===== src/rtl/picorv32_ctrl_pkg.sv =====
// picorv32_ctrl_pkg: shared state encodings, trap causes and memory word-size codes for the control FSM
package picorv32_ctrl_pkg;
  typedef enum logic [8:0] {
    S_TRAP    = 9'b0_0000_0001,
    S_STMEM   = 9'b0_0000_0010,
    S_SHIFT   = 9'b0_0000_0100,
    S_LDMEM   = 9'b0_0000_1000,
    S_LD_RS2  = 9'b0_0001_0000,
    S_LD_RS1  = 9'b0_0010_0000,
    S_FETCH   = 9'b0_0100_0000,
    S_EXEC    = 9'b0_1000_0000,
    S_WAITIRQ = 9'b1_0000_0000
  } state_e;
  typedef enum logic [2:0] {
    CAUSE_NONE,
    CAUSE_ILLEGAL,
    CAUSE_MISALIGN_DATA,
    CAUSE_MISALIGN_FETCH,
    CAUSE_MEM_TIMEOUT,
    CAUSE_PCPI_TIMEOUT
  } cause_e;
  localparam logic [1:0] WS_WORD  = 2'd0;
  localparam logic [1:0] WS_HALF  = 2'd1;
  localparam logic [1:0] WS_BYTE  = 2'd2;
  localparam logic [1:0] WS_DWORD = 2'd3;
  function automatic logic [2:0] align_mask(input logic [1:0] ws);
    return ws == WS_DWORD ? 3'b111 : ws == WS_HALF ? 3'b001 : ws == WS_BYTE ? 3'b000 : 3'b011;
  endfunction
endpackage


===== src/rtl/picorv32_mem_watchdog.sv =====
// picorv32_mem_watchdog: counts stalled memory-request cycles and pulses timeout after MEM_TIMEOUT of them
module picorv32_mem_watchdog #(
  parameter int MEM_TIMEOUT = 0
) (
  input  logic clk,
  input  logic rst,
  input  logic req,
  input  logic mem_done,
  output logic timeout
);
  localparam int CW  = MEM_TIMEOUT > 1 ? $clog2(MEM_TIMEOUT) : 1;
  localparam int LIM = MEM_TIMEOUT > 0 ? MEM_TIMEOUT - 1 : 0;
  logic [CW-1:0] cnt_q, cnt_d;
  logic busy;
  always_comb begin
    busy = req && !mem_done;
    timeout = (MEM_TIMEOUT != 0) && busy && cnt_q == CW'(LIM);
    cnt_d = ((MEM_TIMEOUT != 0) && busy && !timeout) ? cnt_q + CW'(1) : '0;
  end
  always_ff @(posedge clk or posedge rst)
    if (rst) cnt_q <= '0;
    else cnt_q <= cnt_d;
endmodule


===== src/rtl/picorv32_ctrl_fsm.sv =====
// picorv32_ctrl_fsm: main control FSM sequencing fetch, operand load, execute, shift, memory and trap states
module picorv32_ctrl_fsm
  import picorv32_ctrl_pkg::*;
#(
  parameter int XLEN                 = 32,
  parameter bit ENABLE_REGS_DUALPORT = 1'b1,
  parameter bit ENABLE_IRQ           = 1'b1,
  parameter bit CATCH_MISALIGN       = 1'b1,
  parameter bit CATCH_ILLINSN        = 1'b1,
  parameter bit WITH_PCPI            = 1'b1,
  parameter bit TWO_CYCLE_ALU        = 1'b0,
  parameter int MEM_TIMEOUT          = 0,
  parameter int CNT_WIDTH            = 32
) (
  input  logic                    clk,
  input  logic                    reset,
  input  logic                    decoder_trigger,
  input  logic                    instr_jal,
  input  logic                    instr_waitirq,
  input  logic                    instr_trap,
  input  logic                    is_single_cycle,
  input  logic                    is_lui_auipc_jal,
  input  logic                    is_jalr_addi_imm,
  input  logic                    is_load,
  input  logic                    is_store,
  input  logic                    is_shift_imm,
  input  logic                    is_shift_reg,
  input  logic                    is_branch,
  input  logic                    pcpi_int_ready,
  input  logic                    pcpi_timeout,
  input  logic                    alu_wait,
  input  logic                    mem_do_rinst,
  input  logic                    mem_do_rdata,
  input  logic                    mem_do_wdata,
  input  logic                    mem_done,
  input  logic [1:0]              mem_wordsize,
  input  logic [XLEN-1:0]         reg_op1,
  input  logic [XLEN-1:0]         reg_pc,
  input  logic [$clog2(XLEN)-1:0] reg_sh,
  input  logic                    irq_unmasked_pending,
  input  logic                    irq_active,
  input  logic                    irq_mask_sbreak,
  input  logic                    irq_mask_buserror,
  output logic [8:0]              cpu_state,
  output logic [2:0]              trap_cause,
  output logic                    fault_irq_req,
  output logic [CNT_WIDTH-1:0]    instret
);
  state_e state_q, state_d;
  cause_e fault;
  logic [2:0] cause_q, cause_d;
  logic fir_q, fir_d;
  logic [CNT_WIDTH-1:0] instret_q, instret_d;
  logic retire, mem_timeout, data_mis, fetch_mis, mask_bit, redirect, rs1;

  picorv32_mem_watchdog #(.MEM_TIMEOUT(MEM_TIMEOUT)) u_wdog (
    .clk     (clk),
    .rst     (reset),
    .req     (mem_do_rinst | mem_do_rdata | mem_do_wdata),
    .mem_done(mem_done),
    .timeout (mem_timeout)
  );

  assign rs1       = state_q == S_LD_RS1;
  assign data_mis  = CATCH_MISALIGN && (mem_do_rdata || mem_do_wdata) && |(reg_op1 & XLEN'(align_mask(mem_wordsize)));
  assign fetch_mis = CATCH_MISALIGN && mem_do_rinst && |(reg_pc & XLEN'(3));

  always_comb begin
    state_d = state_q;
    retire = 1'b0;
    fault = CAUSE_NONE;
    case (state_q)
      S_FETCH:
        if (decoder_trigger) begin
          if (ENABLE_IRQ && irq_unmasked_pending && !irq_active) state_d = S_FETCH;
          else if (ENABLE_IRQ && instr_waitirq) state_d = S_WAITIRQ;
          else if (instr_jal) retire = 1'b1;
          else state_d = S_LD_RS1;
        end
      S_WAITIRQ:
        if (irq_unmasked_pending) begin
          state_d = S_FETCH;
          retire = 1'b1;
        end
      S_LD_RS1, S_LD_RS2:
        if (instr_trap && (WITH_PCPI || CATCH_ILLINSN)) begin
          if (!WITH_PCPI) fault = CAUSE_ILLEGAL;
          else if (rs1 && !ENABLE_REGS_DUALPORT) state_d = S_LD_RS2;
          else if (pcpi_int_ready) begin
            state_d = S_FETCH;
            retire = 1'b1;
          end else if (pcpi_timeout) fault = CAUSE_PCPI_TIMEOUT;
        end else if (rs1 && is_single_cycle) begin
          state_d = S_FETCH;
          retire = 1'b1;
        end else if (rs1 && (is_lui_auipc_jal || is_jalr_addi_imm)) state_d = S_EXEC;
        else if (rs1 && is_load) state_d = S_LDMEM;
        else if (rs1 && is_shift_imm) state_d = S_SHIFT;
        else if (rs1 && !ENABLE_REGS_DUALPORT) state_d = S_LD_RS2;
        else if (is_store) state_d = S_STMEM;
        else if (is_shift_reg) state_d = S_SHIFT;
        else state_d = S_EXEC;
      S_EXEC:
        if (!(TWO_CYCLE_ALU && alu_wait) && !(is_branch && !mem_done)) begin
          state_d = S_FETCH;
          retire = 1'b1;
        end
      S_SHIFT:
        if (reg_sh == '0) begin
          state_d = S_FETCH;
          retire = 1'b1;
        end
      S_LDMEM, S_STMEM:
        if (mem_done) begin
          state_d = S_FETCH;
          retire = 1'b1;
        end
      default: ;
    endcase
    // later overrides take priority: fetch misalign beats data misalign beats timeout
    if (state_q != S_TRAP) begin
      if (mem_timeout) fault = CAUSE_MEM_TIMEOUT;
      if (data_mis) fault = CAUSE_MISALIGN_DATA;
      if (fetch_mis) fault = CAUSE_MISALIGN_FETCH;
    end
    mask_bit = (fault == CAUSE_ILLEGAL || fault == CAUSE_PCPI_TIMEOUT) ? irq_mask_sbreak : irq_mask_buserror;
    redirect = ENABLE_IRQ && !mask_bit && !irq_active;
    fir_d = (fault != CAUSE_NONE) && redirect;
    cause_d = (fault != CAUSE_NONE) ? fault : cause_q;
    if (fault != CAUSE_NONE) begin
      retire = 1'b0;
      if (redirect) state_d = S_FETCH;
      else state_d = S_TRAP;
    end
    instret_d = instret_q + CNT_WIDTH'(retire);
  end

  always_ff @(posedge clk or posedge reset)
    if (reset) begin
      state_q   <= S_FETCH;
      cause_q   <= '0;
      fir_q     <= 1'b0;
      instret_q <= '0;
    end else begin
      state_q   <= state_d;
      cause_q   <= cause_d;
      fir_q     <= fir_d;
      instret_q <= instret_d;
    end

  assign cpu_state     = state_q;
  assign trap_cause    = cause_q;
  assign fault_irq_req = fir_q;
  assign instret       = instret_q;
endmodule


===== config.mk =====
export PLATFORM = sky130hd
export DESIGN_NAME = picorv32_ctrl_fsm
export DESIGN_NICKNAME = d
export VERILOG_FILES = /design/src/rtl/picorv32_ctrl_pkg.sv /design/src/rtl/picorv32_mem_watchdog.sv /design/src/rtl/picorv32_ctrl_fsm.sv
export SDC_FILE = /design/constraint.sdc
export NUM_CORES = 1
export LEC_CHECK = 0
export CORE_UTILIZATION = 38
export DETAILED_ROUTE_END_ITERATION = 10
export PLACE_DENSITY = 0.82
export SLEW_MARGIN = 10
export SYNTH_ARGS = -nofsm -noshare
export SYNTH_HDL_FRONTEND = slang
export SYNTH_SLANG_ARGS = --single-unit

===== constraint.sdc =====
create_clock -name clk -period 4.42 [get_ports clk]
set_input_delay 0.884 -clock clk [delete_from_list [all_inputs] [get_ports clk]]
set_output_delay 0.884 -clock clk [all_outputs]
set_load 0.005 [all_outputs]

* Yosys cells after proc, flatten, opt, wreduce, memory -nomap -nowiden
Cells that the tools add are included.
** Operators by class
- $add $sub $neg :: 1
- Equality and inequality tests :: 21
- Multiplexer cells :: 43
- Bitwise operators :: 1
- Reductions and logical operators :: 24
** Operator list (number)
- 9-bit two-way mux :: 11
- 9-bit case mux with 6 select lines :: 1
- 8-bit two-way mux :: 6
- 32-bit by 1-bit adder with 32-bit output :: 1
- 32-bit by 3-bit AND with 32-bit output :: 1
- 32-bit OR reduction :: 1
- 3-bit two-way mux :: 8
- 3-bit inequality test, second input constant :: 5
- 1-bit two-way mux :: 13
- 1-bit logical AND :: 10
- 9-bit by 2-bit equality test with 1-bit output, second input constant :: 1
- 9-bit by 3-bit equality test with 1-bit output, second input constant :: 1
- 9-bit by 4-bit equality test with 1-bit output, second input constant :: 1
- 9-bit by 5-bit equality test with 1-bit output, second input constant :: 1
- 9-bit by 6-bit equality test with 1-bit output, second input constant :: 1
- 9-bit by 7-bit equality test with 1-bit output, second input constant :: 1
- 9-bit by 8-bit equality test with 1-bit output, second input constant :: 1
- 9-bit equality test, second input constant :: 1
- 9-bit by 1-bit inequality test with 1-bit output, second input constant :: 1
- 8-bit AND reduction :: 1
- 7-bit two-way mux :: 1
- 7-bit nonzero test :: 1
- 1-bit case mux with 6 select lines :: 1
- 2-bit OR reduction :: 3
- other kinds (11) :: 17
** Word-level totals
- Register bits :: 45
- Bits of input ports :: 96
- Output and inout port bits :: 45
- Word-level logic and storage cells :: 94

* Depth between registers and ports, before layout
Gate-level depths: netlist of run 1.
- Word-level depth :: 17
- Depth in mapped cells :: 15
- Gate-level depth less buffers :: 15

* Modules after synthesis
Synthesis of run 1 repeated with hierarchy kept, for this count alone.
** Second synthesis, totals
- Cell total of the unflattened synthesis :: 249
- Area total of the unflattened synthesis :: 2473.6 µm²
** Modules (own cells, without submodules)
- picorv32_ctrl_fsm :: instances 1, cells an instance 247, area each 2462.4 µm², sequential area each 1102.3 µm²
- picorv32_mem_watchdog :: instances 1, cells an instance 2, area each 11.3 µm², sequential area each 0.0 µm²

* Least setup slack after synthesis of run 1
No wires, ideal clock.
- Kind :: input-to-reg
- From :: in mem_wordsize[0]
- To :: reg instret_q[30], in the netlist instret[30]
- Setup time :: 79 ps
- Data arrival time :: 3661 ps
- Data required time :: 4341 ps
- Slack :: 680 ps
- Stages on the path :: 15
- Buffers on the path :: 0
- Cells stage by stage :: inv_1 ha_1 a22o_1 o22ai_1 a21oi_2 nand2b_1 a21oi_1 ha_1 ha_1 nand3_1 nor3_1 nand3_1 or2_2 nor2_1 xor2_1
** On the way
- Longest elaborated chain between the ends :: 13
- Elaborated cells between the ends (all ways) :: 15
- Those cells by class :: 1 x add/sub; 3 x eq/ne; 7 x mux; 1 x bitwise; 3 x reduce/logical
** Ends and longest elaborated chain
- from (decl) :: RTL line picorv32_ctrl_fsm.sv:36 : input logic [1:0] mem_wordsize,
- 2-bit equality test :: RTL line picorv32_ctrl_pkg.sv:27 : return ws == WS_DWORD ? 3'b111 : ws == WS_HALF ? 3'b001 : ws == WS_BYTE ? 3'b000 : 3'b011;
- 2-bit two-way mux (2 in a row) :: RTL line picorv32_ctrl_pkg.sv:27
- 3-bit two-way mux * :: RTL line picorv32_ctrl_pkg.sv:27
- 32-bit by 3-bit AND with 32-bit output * :: RTL line picorv32_ctrl_fsm.sv:65 : assign data_mis = CATCH_MISALIGN && (mem_do_rdata || mem_do_wdata) && |(reg_op1 & XLEN'(align_mask(mem_wordsiz ...
- 32-bit OR reduction * :: RTL line picorv32_ctrl_fsm.sv:65
- 1-bit logical AND * :: RTL line picorv32_ctrl_fsm.sv:65
- 3-bit two-way mux * :: RTL line picorv32_ctrl_fsm.sv:123 : if (data_mis) fault = CAUSE_MISALIGN_DATA;
- 3-bit two-way mux * :: RTL line picorv32_ctrl_fsm.sv:124 : if (fetch_mis) fault = CAUSE_MISALIGN_FETCH;
- 3-bit two-way mux * :: RTL line picorv32_ctrl_fsm.sv:121 : if (state_q != S_TRAP) begin
- 3-bit nonzero test * :: RTL line picorv32_ctrl_fsm.sv:130 : if (fault != CAUSE_NONE) begin
- 1-bit two-way mux * :: RTL line picorv32_ctrl_fsm.sv:130
- 32-bit by 1-bit adder with 32-bit output * :: RTL line picorv32_ctrl_fsm.sv:135 : instret_d = instret_q + CNT_WIDTH'(retire);
- net instret_d[30] :: RTL line picorv32_ctrl_fsm.sv:53 : logic [CNT_WIDTH-1:0] instret_q, instret_d;
- to (signal assigned) :: RTL line picorv32_ctrl_fsm.sv:148 : instret_q <= instret_d;
- to (decl) :: RTL line picorv32_ctrl_fsm.sv:53
Mark *: on every way through the listed nets, which the timed path passes. The rest lies on a longest branch.
A chain may end at the register's enable or synchronous reset.

* Worst setup path in the final report of run 1
Same ends and word-level chain as after synthesis.

==> results.txt, run 1 <==
The top cell type by area accounts for 43.9% of the synthesized area. The die footprint is 6780 um2. The final global-route overflow total is 0.

The cell with the largest stage delay on the worst path is sky130_fd_sc_hd__clkdlybuf4s50_1. The compound-gate portion of the synthesized area is 10.9%. Buffers placed on the I/O ports in this run total 79. The share of synthesized cell area in full adder, half adder and majority cells is 2.04%. The utilization after layout came out at 57.0%. The die is 82.3 um wide. The effective utilization at floorplan came out at 40.5%. Sorting the synthesized cells by area gives the leading types as sky130_fd_sc_hd__dfrtp_1 (44%), sky130_fd_sc_hd__xnor2_1 (6.4%), sky130_fd_sc_hd__xor2_1 (5.4%). The accumulated negative setup slack came out at 0 ns. The clock insertion delay at the later pin of the skew report is 0.29 ns. The number of H-tree levels is 2.

The layout overhead on the synthesized area came out at 40.9%. By area, the combinational part of the netlist is dominated by simple AND/OR/NAND/NOR gates. Using the TritonRoute via totals, the vias-per-cell ratio works out to 5.24. The cell area after layout came out at 3450 um2.

TritonCTS built the clock tree. Clock-pin slew was measured on the worst setup and hold paths at 0.09 ns. The post-detailed-placement cell area is 3330 um2. Counting instances, the worst hold path has a depth of 1.

Entering global routing, the biggest net connects 45 pins. The remaining number of nets flagged by the antenna check after routing is 0. The kind of cell with the highest combined delay along the critical path is simple AND/OR/NAND/NOR gates. The post-route fraction of the period consumed by the critical path came out at 89.8%. Detailed placement finished with a half-perimeter wire length of 4470 um. The worst setup margin came out at 0.450 ns.

For this design, the sink count on the clock tree is 44. In the synthesized netlist the async set-or-reset flop fraction comes to 100%. The number of detailed-route iterations in the first pass came out at 4.

The mux share of post-synthesis cell area came out at 1.28%. In this run, the number of DRC markers left after iteration 0 of detailed routing was 70. The routed design has 5800 um of wire. The global placement routability congestion came out at 0.852. For this block, the via count after detailed routing is 2,131. The data arrival time of the worst path came out at 4.19 ns. By count the netlist is led by sky130_fd_sc_hd__dfrtp_1 (43), sky130_fd_sc_hd__nor2_1 (24), sky130_fd_sc_hd__nand2_1 (22). The simple-gate share of the synthesized area came out at 25.5%. The vertical extent of the die came out at 82.3 um. The worst setup skew after layout came out at 0.0104 ns.

Data on the critical path is required at its endpoint by 4.64 ns. After the last flow step, the layout net total stands at 431. The flow ran to the end, and the final reports show no timing, DRC or antenna violations. The number of CTS-inserted buffers came out at 5. The worst path buffer plus inverter count is 2. Setup repair after global routing left no endpoint under its margin.

The highest attainable clock frequency came out at 0.252 GHz. The peak ir drop on the vdd network is 0.000221 V. The smallest clock period supported by the final layout is computed as 3.97 ns. After synthesis the netlist holds a flip-flop and latch count of 44. In this run, post-CTS hold repair placed 0 buffers. Dividing the detail-routed wire length by the instance count gives 14.2 um. The number of antenna violations at the first check in global routing is 0.

The static leakage came out at 1.49 nW. Setup violations remaining at the end of the flow were counted as 0. After synthesis, the netlist uses 51 different library cells. The class of the most critical hold timing path is register to register. The instance count after placement with tap cells included came out at 399. The worst pin sits at a relative slew slack of 38.6%.

The core region area came out at 6060 um2. The longest clock path from root to sink contains 2 buffers. The most used flip-flop cell after synthesis is sky130_fd_sc_hd__dfrtp_1. The average size of a mapped cell came out at 9.93 um2. In this run the clock root is driven by a sky130_fd_sc_hd__clkbuf_8. The worst setup path is of the primary input to register kind. The synthesized-area fraction occupied by xor and xnor cells came out at 11.8%. The count of pins on the block boundary came out at 141. The number of nets in the synthesized netlist is 347. The power per cell area came out at 358 nW/um2. The synthesized design contains 0 enable-type register cells. For the pin with the worst max-slew slack, the measured transition is 0.919 ns. The post-cts resize count is 0. The first global-routing pass estimated 9670 um of wire. The DRC violation count after routing came out at 0. The pre-CTS setup slack came out at 0.108 ns.

By instance count, the cell type seen most on the critical path is sky130_fd_sc_hd__ha_1. The number of diodes is 0. The critical path runs through a total of 16 cells. The cell with the most instances after synthesis is sky130_fd_sc_hd__dfrtp_1. In this run the cell area of the synthesized design comes to 2450 um2. The largest total area in the synthesized netlist belongs to sky130_fd_sc_hd__dfrtp_1. The worst setup path is captured at a register. For this run, the slowest stage of the critical path takes 0.48 ns. After clock tree synthesis, the setup repair step added 0 buffers. The synthesis warning total is 0. The critical path goes through clkdlybuf4s50_1 > inv_1 > ha_1 > a22o_1 > o22ai_1 > a21oi_2 > nand2b_1 > a21oi_1 > ha_1 > ha_1 > nand3_1 > nor3_1 > nand3_1 > or2_2 > nor2_1 > xor2_1. The share of the Yosys chip area taken by registers is 44.9%. Of the cells placed in the final design, the portion with a size suffix greater than 1 is 9.34%. The number of rows created at floorplan came out at 28. The max-slew violation count was 0. The via count of the first global-routing pass was 2,122.

The number of max-cap violations is 0. The combined global-route utilization of all metal layers came out at 18.6%. The gate count of the mapped netlist came out at 247. The final non-filler cell total is 407. STA classifies the critical path startpoint as a primary input. The peak fanout along the critical path is 4. The number of hold violations in the final report is 0. The number of cell instances on the worst register-to-register path came out at 12.
==> final timing paths <==
path                                  from      endpoint  slack, ns
setup / recovery           mem_wordsize[0]   instret[30]       0.45
hold / removal                 instret[31]   instret[31]       0.47
setup reg to reg              cpu_state[5]   instret[30]       0.78
hold reg to reg                instret[31]   instret[31]       0.47
max in group asynchronous            reset  cpu_state[8]       2.73
min in group asynchronous            reset   instret[29]       1.12
==> layout make-up <==
class,instances,area [um2]
timing repair buffer,85,836
sequential,44,1100
clock buffer,7,96.3
clock inverter,1,30.0
fill,551,2610
tap,75,93.8
multi-input combinational,187,1270
inverter,8,30.0
==> flip-flops by register name (all words and copies together) (netlist names) <==
name           flops
trap_cause         3
fault_irq_req      1
instret           32
cpu_state          8
==> placed cells by master, fill, tap and decap left out, types with 3 or more instances in the layout <==
master                            instances
sky130_fd_sc_hd__clkdlybuf4s50_1         79
sky130_fd_sc_hd__dfrtp_1                 43
sky130_fd_sc_hd__nor2_1                  24
sky130_fd_sc_hd__nand2_1                 22
sky130_fd_sc_hd__xnor2_1                 18
sky130_fd_sc_hd__xor2_1                  15
sky130_fd_sc_hd__nand3_1                 14
sky130_fd_sc_hd__nand2b_1                 8
sky130_fd_sc_hd__nand4_1                  7
sky130_fd_sc_hd__inv_1                    7
sky130_fd_sc_hd__o21ai_0                  7
sky130_fd_sc_hd__clkbuf_8                 7
sky130_fd_sc_hd__a21oi_1                  6
sky130_fd_sc_hd__and3_1                   6
sky130_fd_sc_hd__buf_4                    6
sky130_fd_sc_hd__nor3_1                   5
sky130_fd_sc_hd__or2_2                    4
sky130_fd_sc_hd__nor2b_1                  4
sky130_fd_sc_hd__nor4b_1                  4
sky130_fd_sc_hd__ha_1                     4
sky130_fd_sc_hd__o22ai_1                  3
==> metrics by stage <==
| stage | power [mW] | hold WS, ns |
|---|---|---|
| after floorplan | 0.766 | 0.465 |
| final | 1.24 | 0.471 |
| after global placement | 0.895 | 0.456 |
| after CTS | 1.25 | 0.473 |
| after detailed placement | 0.909 | 0.461 |
| after global routing | 1.31 | 0.522 |
==> per-layer routing <==
metal | routed length [um] | global-route usage [%] | share of wire, % | vias up
met5 | 0 | 0 | 0 | -
met4 | 79 | 6.14 | 1.4 | 0
met3 | 333 | 3.74 | 5.7 | 11
met2 | 2700 | 30.0 | 47 | 68
met1 | 2680 | 25.0 | 46 | 1016
li1 | - | - | - | 1036
==> cells by family (layout without fill, tap and decap cells) <==
group                    after synthesis  after routing
flip-flops                            44             44
adder cells (fa/ha/maj)                4              4
buffers and inverters                 16            101
AND/OR/NAND/NOR                      112            112
XOR/XNOR                              33             33
other                                  1              1
multiplexers                           3              3
AO/OA/AOI/OAI                         34             34
==> worst reg2reg max path: cells and delay by family, from the launching register on <==
kind / cells / cell delay (ns)
XOR/XNOR: 1 / 0.18
adder cells (fa/ha/maj): 2 / 0.42
flip-flops: 1 / 0.50
AO/OA/AOI/OAI: 2 / 0.37
AND/OR/NAND/NOR: 7 / 2.11
==> where the power goes <==
group | switching (mW) | internal [mW]
Combinational | 0.209 | 0.208
Sequential | 0.0510 | 0.435
Clock | 0.134 | 0.200
Total | 0.395 | 0.843
(Power assumes the default switching activity.)
==> run 2, diff against run 1 <==
--- a/config.mk
+++ b/config.mk
@@ -8,6 +8,7 @@
 export CORE_UTILIZATION = 38
 export DETAILED_ROUTE_END_ITERATION = 10
 export PLACE_DENSITY = 0.82
+export SKIP_LAST_GASP = 1
 export SLEW_MARGIN = 10
 export SYNTH_ARGS = -nofsm -noshare
 export SYNTH_HDL_FRONTEND = slang
==> results of run 2 <==
Same layout as run 1: the final DEF is identical, and so are final timing and power.
